--- src/rtl/kernel_stream_ctrl_if.sv ---
// Control-only stream handshake bundle between the source/sink logic and kernel_stream_ctrl.
// The master side drives job start and stream inputs; the slave side is the controller.
interface kernel_stream_ctrl_if #(
  parameter int CNTW = 16
);
  logic            start;
  logic [CNTW-1:0] nitems;
  logic            busy;
  logic            done;
  logic            in_valid;
  logic            in_ready;
  logic            k_stall;
  logic            out_valid;
  logic            out_ready;
  logic [CNTW-1:0] in_cnt;
  logic [CNTW-1:0] out_cnt;

  modport master (
    output start, nitems, in_valid, out_ready,
    input  busy, done, in_ready, k_stall, out_valid, in_cnt, out_cnt
  );

  modport slave (
    input  start, nitems, in_valid, out_ready,
    output busy, done, in_ready, k_stall, out_valid, in_cnt, out_cnt
  );
endinterface

--- src/rtl/kernel_stream_ctrl.sv ---
// Job sequencer for a fixed-latency, stall-gated streaming kernel: admits NITEMS elements,
// tracks them through the pipe with a valid shift register, drains, then pulses done.
//
//   state   | meaning
//   --------+--------------------------------------------------------------
//   S_IDLE  | waiting for start; kernel held stalled
//   S_RUN   | accepting upstream elements until nitems have been taken
//   S_DRAIN | no more input; flushing in-flight elements downstream
//   S_DONE  | one-cycle done pulse, counters keep final values
module kernel_stream_ctrl #(
  parameter int PIPE_LAT = 4,
  parameter int CNTW     = 16
) (
  input  logic                 clk,
  input  logic                 rst,
  kernel_stream_ctrl_if.slave  bus
);

  localparam logic [CNTW-1:0] ONE = CNTW'(1);

  typedef enum logic [1:0] {
    S_IDLE  = 2'd0,
    S_RUN   = 2'd1,
    S_DRAIN = 2'd2,
    S_DONE  = 2'd3
  } state_t;

  state_t              r_state;
  state_t              w_state_nxt;
  logic [PIPE_LAT-1:0] r_vpipe;
  logic [CNTW-1:0]     r_in_cnt;
  logic [CNTW-1:0]     r_out_cnt;
  logic [CNTW-1:0]     r_nitems;
  logic                r_busy;

  logic w_active;
  logic w_adv;
  logic w_in_ready;
  logic w_acc;
  logic w_out_valid;
  logic w_dlv;
  logic w_start_ok;

  // The kernel only advances when the element at its output is not being held back.
  assign w_active    = (r_state == S_RUN) || (r_state == S_DRAIN);
  assign w_adv       = w_active && !(r_vpipe[PIPE_LAT-1] && !bus.out_ready);
  assign w_in_ready  = (r_state == S_RUN) && w_adv && (r_in_cnt < r_nitems);
  assign w_acc       = bus.in_valid && w_in_ready;
  assign w_out_valid = w_active && r_vpipe[PIPE_LAT-1];
  assign w_dlv       = w_out_valid && bus.out_ready;
  assign w_start_ok  = (r_state == S_IDLE) && bus.start;

  assign bus.in_ready  = w_in_ready;
  assign bus.out_valid = w_out_valid;
  assign bus.k_stall   = !w_adv;
  assign bus.busy      = r_busy;
  assign bus.done      = (r_state == S_DONE);
  assign bus.in_cnt    = r_in_cnt;
  assign bus.out_cnt   = r_out_cnt;

  always_ff @(posedge clk or posedge rst) begin
    if (rst) begin
      r_state <= S_IDLE;
    end else begin
      r_state <= w_state_nxt;
    end
  end

  always_comb begin
    w_state_nxt = r_state;
    case (r_state)
      S_IDLE: begin
        if (bus.start) begin
          w_state_nxt = (bus.nitems != '0) ? S_RUN : S_DONE;
        end
      end
      S_RUN: begin
        if (w_acc && (r_in_cnt == r_nitems - ONE)) begin
          w_state_nxt = S_DRAIN;
        end
      end
      S_DRAIN: begin
        if (w_dlv && (r_out_cnt == r_nitems - ONE)) begin
          w_state_nxt = S_DONE;
        end
      end
      S_DONE:  w_state_nxt = S_IDLE;
      default: w_state_nxt = S_IDLE;
    endcase
  end

  always_ff @(posedge clk or posedge rst) begin
    if (rst) begin
      r_vpipe   <= '0;
      r_in_cnt  <= '0;
      r_out_cnt <= '0;
      r_nitems  <= '0;
      r_busy    <= 1'b0;
    end else begin
      r_busy <= (w_state_nxt == S_RUN) || (w_state_nxt == S_DRAIN);
      if (w_adv) begin
        r_vpipe <= (r_vpipe << 1) | PIPE_LAT'(w_acc);
      end
      if (w_start_ok) begin
        r_in_cnt  <= '0;
        r_out_cnt <= '0;
        if (bus.nitems != '0) begin
          r_nitems <= bus.nitems;
        end
      end else begin
        if (w_acc) begin
          r_in_cnt <= r_in_cnt + ONE;
        end
        if (w_dlv) begin
          r_out_cnt <= r_out_cnt + ONE;
        end
      end
    end
  end

endmodule

--- src/flat_wrapper.sv ---
// flat-port wrapper written by rule: the top's interface ports become plain ports
module kernel_stream_ctrl_flat 
#(
  parameter int PIPE_LAT = 4,
  parameter int CNTW     = 16
)
  (clk, rst, bus_start, bus_nitems, bus_in_valid, bus_out_ready, bus_busy, bus_done, bus_in_ready, bus_k_stall, bus_out_valid, bus_in_cnt, bus_out_cnt);
  kernel_stream_ctrl_if #(.CNTW(CNTW)) bus_i ();
  input  logic clk;
  input  logic rst;
  input wire logic [$bits(bus_i.start)-1:0] bus_start;
  input wire logic [$bits(bus_i.nitems)-1:0] bus_nitems;
  input wire logic [$bits(bus_i.in_valid)-1:0] bus_in_valid;
  input wire logic [$bits(bus_i.out_ready)-1:0] bus_out_ready;
  output wire logic [$bits(bus_i.busy)-1:0] bus_busy;
  output wire logic [$bits(bus_i.done)-1:0] bus_done;
  output wire logic [$bits(bus_i.in_ready)-1:0] bus_in_ready;
  output wire logic [$bits(bus_i.k_stall)-1:0] bus_k_stall;
  output wire logic [$bits(bus_i.out_valid)-1:0] bus_out_valid;
  output wire logic [$bits(bus_i.in_cnt)-1:0] bus_in_cnt;
  output wire logic [$bits(bus_i.out_cnt)-1:0] bus_out_cnt;
  assign bus_i.start = bus_start;
  assign bus_i.nitems = bus_nitems;
  assign bus_i.in_valid = bus_in_valid;
  assign bus_i.out_ready = bus_out_ready;
  assign bus_busy = bus_i.busy;
  assign bus_done = bus_i.done;
  assign bus_in_ready = bus_i.in_ready;
  assign bus_k_stall = bus_i.k_stall;
  assign bus_out_valid = bus_i.out_valid;
  assign bus_in_cnt = bus_i.in_cnt;
  assign bus_out_cnt = bus_i.out_cnt;
  kernel_stream_ctrl #(.PIPE_LAT(PIPE_LAT), .CNTW(CNTW)) u_core (.clk(clk), .rst(rst), .bus(bus_i));
endmodule
--- config.mk ---
export PLATFORM = sky130hd
export DESIGN_NAME = kernel_stream_ctrl_flat
export DESIGN_NICKNAME = d
export VERILOG_FILES = /design/src/rtl/kernel_stream_ctrl_if.sv /design/src/rtl/kernel_stream_ctrl.sv /design/src/flat_wrapper.sv
export SDC_FILE = /design/constraint.sdc
export NUM_CORES = 1
export LEC_CHECK = 0
export ABC_AREA = 1
export BUFFER_PORTS_ARGS = -buffer_cell sky130_fd_sc_hd__buf_2
export CORE_MARGIN = 2
export CORE_UTILIZATION = 45
export DETAILED_ROUTE_END_ITERATION = 12
export GPL_TIMING_DRIVEN = 0
export MAX_ROUTING_LAYER = met4
export PLACE_DENSITY = 0.68
export SYNTH_ARGS = -nofsm -noshare
export SYNTH_HDL_FRONTEND = slang
export SYNTH_SLANG_ARGS = --single-unit
--- constraint.sdc ---
create_clock -name clk -period 2 [get_ports clk]
set_input_delay 0.4 -clock clk [delete_from_list [all_inputs] [get_ports clk]]
set_output_delay 0.4 -clock clk [all_outputs]
set_load 0.02 [all_outputs]
==> key figures <==
Run status
  • Outcome: finished, violations left
  • Failing checks: negative setup slack

Yosys
  • Biggest area contributors in the synthesized netlist: sky130_fd_sc_hd__dfrtp_1 33%, sky130_fd_sc_hd__nand2_1 15%, sky130_fd_sc_hd__nand3_1 9.5%, sky130_fd_sc_hd__inv_1 7.4%, sky130_fd_sc_hd__ha_1 7.3%
  • Largest family of logic cells by synthesized area: simple AND/OR/NAND/NOR gates
  • Distinct cell type count of the synthesized netlist: 33
  • Top cell type by total area after synthesis: sky130_fd_sc_hd__dfrtp_1
  • Fraction of the mapped netlist area in compound gates: 10.1%
  • Adder-cell share of the synthesized area: 7.29%
  • Number of warnings issued by yosys: 0
  • Seq/Total Area, Yosys: 33.4%
  • Number of synthesized flops with an enable pin: 0
  • Synthesized cell area: between 4000 and 5000 um2
  • Synthesized Nets: 653
  • Xor/xnor share of the synthesized area: 1.28%
  • Share of Yosys cell area claimed by the top area cell type: 33.4%
  • Post-Synth Simple-Gate Area: about 40%
  • Share of synthesized flip-flops with an asynchronous set or reset: 100%
  • Synth Area per Inst: 6.78 um2
  • Count of state elements after synthesis: 55
  • Mux contribution to synthesized area: 0%
  • Flip-flop cell with the highest count after synthesis: sky130_fd_sc_hd__dfrtp_1
  • Synthesized netlist cell count: about 600

STA
  • Number of endpoints with negative hold slack in the final report: 0
  • Clock skew: 6.51 ps
  • Highest clock frequency the design can meet: ~420 MHz
  • Fin Setup TNS: -7840 ps
  • Portion of the clock cycle consumed by the worst path in the final layout: 120%
  • Setup WS post-layout: -390 ps
  • Setup repair after global routing missed its margin: true
  • Relative max-transition margin: 56.0%
  • Clock period minus worst slack: 2390 ps
  • Number of endpoints failing setup at the final stage: 29
  • Slew @ Worst Pin: 660 ps
  • Final slew viol count: 0

Placement
  • I/O Buffers: 57
  • Placed standard-cell area: 4730 um2
  • Final RePlAce weighted congestion: 0.921
  • Detail Placement HPWL: 9920 um
  • Place WS: -658 ps

Detailed routing
  • Detail-routed via count per cell: around 5.5
  • DRC violation count after routing: 0
  • Routed length per instance: 16.5 um
  • Number of iterations in the first detailed-routing pass: 5
  • Final wirelength: 14100 um
  • Total via count in the routed design: roughly 4700
  • Iteration-0 DRC Markers: 330
  • DRT antenna net count: 0

Worst setup path
  • Required time at the endpoint of the critical path: about 2300 ps
  • Launching instance or port of the critical path: u_core.r_state[1]$_DFF_PP0_
  • Startpoint of the lowest-slack register-to-register path: u_core.r_state[1]$_DFF_PP0_
  • Cell count of the worst reg-to-reg path: 17
  • Launching element type of the critical path: flop
  • Kind of end point of the critical path: flop
  • Top fanout value on the critical path: 4
  • Crit Path Category: reg -> reg
  • Data arrival time of the worst path: 2640 ps

CTS
  • Clock latency on the worst-skew pair: roughly 320 ps
  • CTS hold repair buffers: 0
  • CTS tree: yes
  • Bufs on Longest Clock Path: 2
  • Clock Pin Slew Worst Setup and Hold Paths: 100 ps
  • Number of buffers inserted during clock tree synthesis: 5
  • Deepest level of the CTS H-tree: 2
  • Number of clock sinks seen by CTS: 55
  • Clock root buffer: sky130_fd_sc_hd__clkbuf_8

Floorplan
  • Initial core utilization: between 40% and 50%
  • Cell row count: 34
  • Height of the die: about 100 um
  • Top-Level Pins: 58
  • Core outline area: 8810 um2
  • Area of the die: 9940 um2
  • Width of the die: 99.7 um

Job
  • Max-cap violation count: 0

Layout
  • Area occupied by registers: 1400 um2
  • Proportion of layout cells with a drive suffix above 1: 37.5%
  • Area of the multi-input gates: roughly 2800 um2
  • Post-layout net count: approximately 800
  • Antenna fix cells: 0
  • End-of-flow core utilization: 65.4%
  • Area Overhead vs Synth: 39.8%
  • Fin area: 5760 um2
  • Number of fill cells in the layout: just under 800

Global routing
  • Antenna violations before repair: 0
  • Largest net degree at the start of global routing: ~40
  • Global route total overflow: 0
  • Wire length of the first global-routing pass: 22100 um
  • All-layer global routing usage: 29.1%
  • Via count of the first global-routing pass: about 4400

Pwr
  • IR Drop Worst-Case VDD: 865 uV
  • Leakage dissipation: 2.82 nW
  • Power density normalized to cell area: 1200 nW/um2

Worst hold path
  • Hold crit path type: in -> async
## logic make-up (layout without fill, tap and decap cells)
logic type	Yosys count	count (layout)
buffers and inverters	92	230
AOI/OAI and AO/OA	80	80
xor gates and xnor gates	6	6
DFF	55	55
and+or+nand+nor	351	351
adders and majority gates	24	24
## Yosys cell counts (4+ instances only)
| cell | number |
|---|---|
| sky130_fd_sc_hd__inv_1 | 81 |
| sky130_fd_sc_hd__nor2_1 | 58 |
| sky130_fd_sc_hd__nor2_2 | 8 |
| sky130_fd_sc_hd__nand3_1 | 78 |
| sky130_fd_sc_hd__nor4_1 | 7 |
| sky130_fd_sc_hd__ha_1 | 24 |
| sky130_fd_sc_hd__xor2_1 | 6 |
| sky130_fd_sc_hd__nor2_4 | 5 |
| sky130_fd_sc_hd__inv_2 | 4 |
| sky130_fd_sc_hd__o21ai_0 | 42 |
| sky130_fd_sc_hd__nor3_1 | 8 |
| sky130_fd_sc_hd__nand3_2 | 5 |
| sky130_fd_sc_hd__nand2_2 | 5 |
| sky130_fd_sc_hd__nand4_1 | 7 |
| sky130_fd_sc_hd__a21oi_1 | 28 |
| sky130_fd_sc_hd__nand2_1 | 161 |
| sky130_fd_sc_hd__dfrtp_1 | 55 |
| sky130_fd_sc_hd__clkbuf_1 | 5 |
## per-stage QoR
stage                     cells  hold WS, ps  power, mW
after floorplan             608          442       4.14
after global placement      773          458       4.95
after detailed placement    774          398       5.05
after CTS                   836         43.0       6.44
after global routing        854         59.6       7.45
final                       854         38.8       6.93
## final timing paths
kind / to / slack, ps
max: u_core.bus.out_cnt[14]$_DFFE_PP0P_ / -390
min: u_core.bus.out_cnt[2]$_DFFE_PP0P_ / 40
max reg2reg: u_core.bus.out_cnt[14]$_DFFE_PP0P_ / -390
min reg2reg: u_core.r_vpipe[2]$_DFFE_PP0P_ / 500
max in group asynchronous: u_core.r_nitems[9]$_DFFE_PP0P_ / 1390
min in group clk: u_core.r_nitems[5]$_DFFE_PP0P_ / 300
## state kept, by name (all words and copies together) (netlist names)
signal              cells
u_core.bus.busy         1
u_core.bus.in_cnt      16
u_core.bus.out_cnt     16
u_core.r_nitems        16
u_core.r_state          2
u_core.r_vpipe          4
## routing by layer
metal  global-route usage, %  vias up  routed length (um)
met1                    38.8     2238                6220
met5                       -        -                   0
met2                    46.6      176                6780
met4                    8.32        0                 352
li1                        -     2280                   -
met3                    3.72       28                 763
## area by class of cell
type / count / share of cell area [%]
inverters: 85 / 5.84
repair buffers: 129 / 15.8
well taps: 108 / 2.35
flip-flops and latches: 55 / 24.3
plain buffers: 7 / 0.630
clock buffers: 7 / 1.50
clock inverters: 1 / 0.0869
repair inverters: 1 / 0.130
multi-input cells: 461 / 49.4
## worst max-delay path: stages (launching register included)
cell                      delay, ps
sky130_fd_sc_hd__dfrtp_1        380
sky130_fd_sc_hd__inv_2           60
sky130_fd_sc_hd__ha_4           280
sky130_fd_sc_hd__nand2_4         60
sky130_fd_sc_hd__nor2_4         130
sky130_fd_sc_hd__buf_6          140
sky130_fd_sc_hd__nand3_4         80
sky130_fd_sc_hd__nor3_4         230
sky130_fd_sc_hd__nand3_2        100
sky130_fd_sc_hd__nor2_2         120
sky130_fd_sc_hd__inv_2           60
sky130_fd_sc_hd__nor2_4         130
sky130_fd_sc_hd__nand3_4         90
sky130_fd_sc_hd__nor2_4         110
sky130_fd_sc_hd__nand2_2         50
sky130_fd_sc_hd__nor2_2         100
sky130_fd_sc_hd__o21ai_1         60
sky130_fd_sc_hd__a21oi_1        120
## placed cells by master, fill, tap and decap left out, drive strengths merged
cell type	synthesis	layout
nor3	9	9
inv	85	85
clkinvlp	0	1
o21ai	45	45
nor2	71	71
dfrtp	55	55
nor3b	1	1
nand3	84	84
ha	24	24
and2	1	1
nand2	167	167
clkbuf	5	12
a211oi	1	1
nand3b	2	2
and3	1	1
nand4	7	7
buf	2	131
o211ai	2	2
nor4	8	8
clkinv	0	1
a21oi	28	28
o21a	2	2
xor2	6	6
o31ai	2	2
## power by group
part	internal, mW	leakage, nW	switching [mW]
sequential	1.40	0.703	0.272
clock	0.281	0.0482	0.390
combinational	1.81	2.07	2.77
## repair_timing
item	CTS	global route
endpoints found under the hold margin	0	0
endpoints found under the setup margin	30	39
cloned	1	1
gates resized for setup	86	45
setup buffers	54	17
pin swaps	31	35
(Power assumes the default switching activity.)
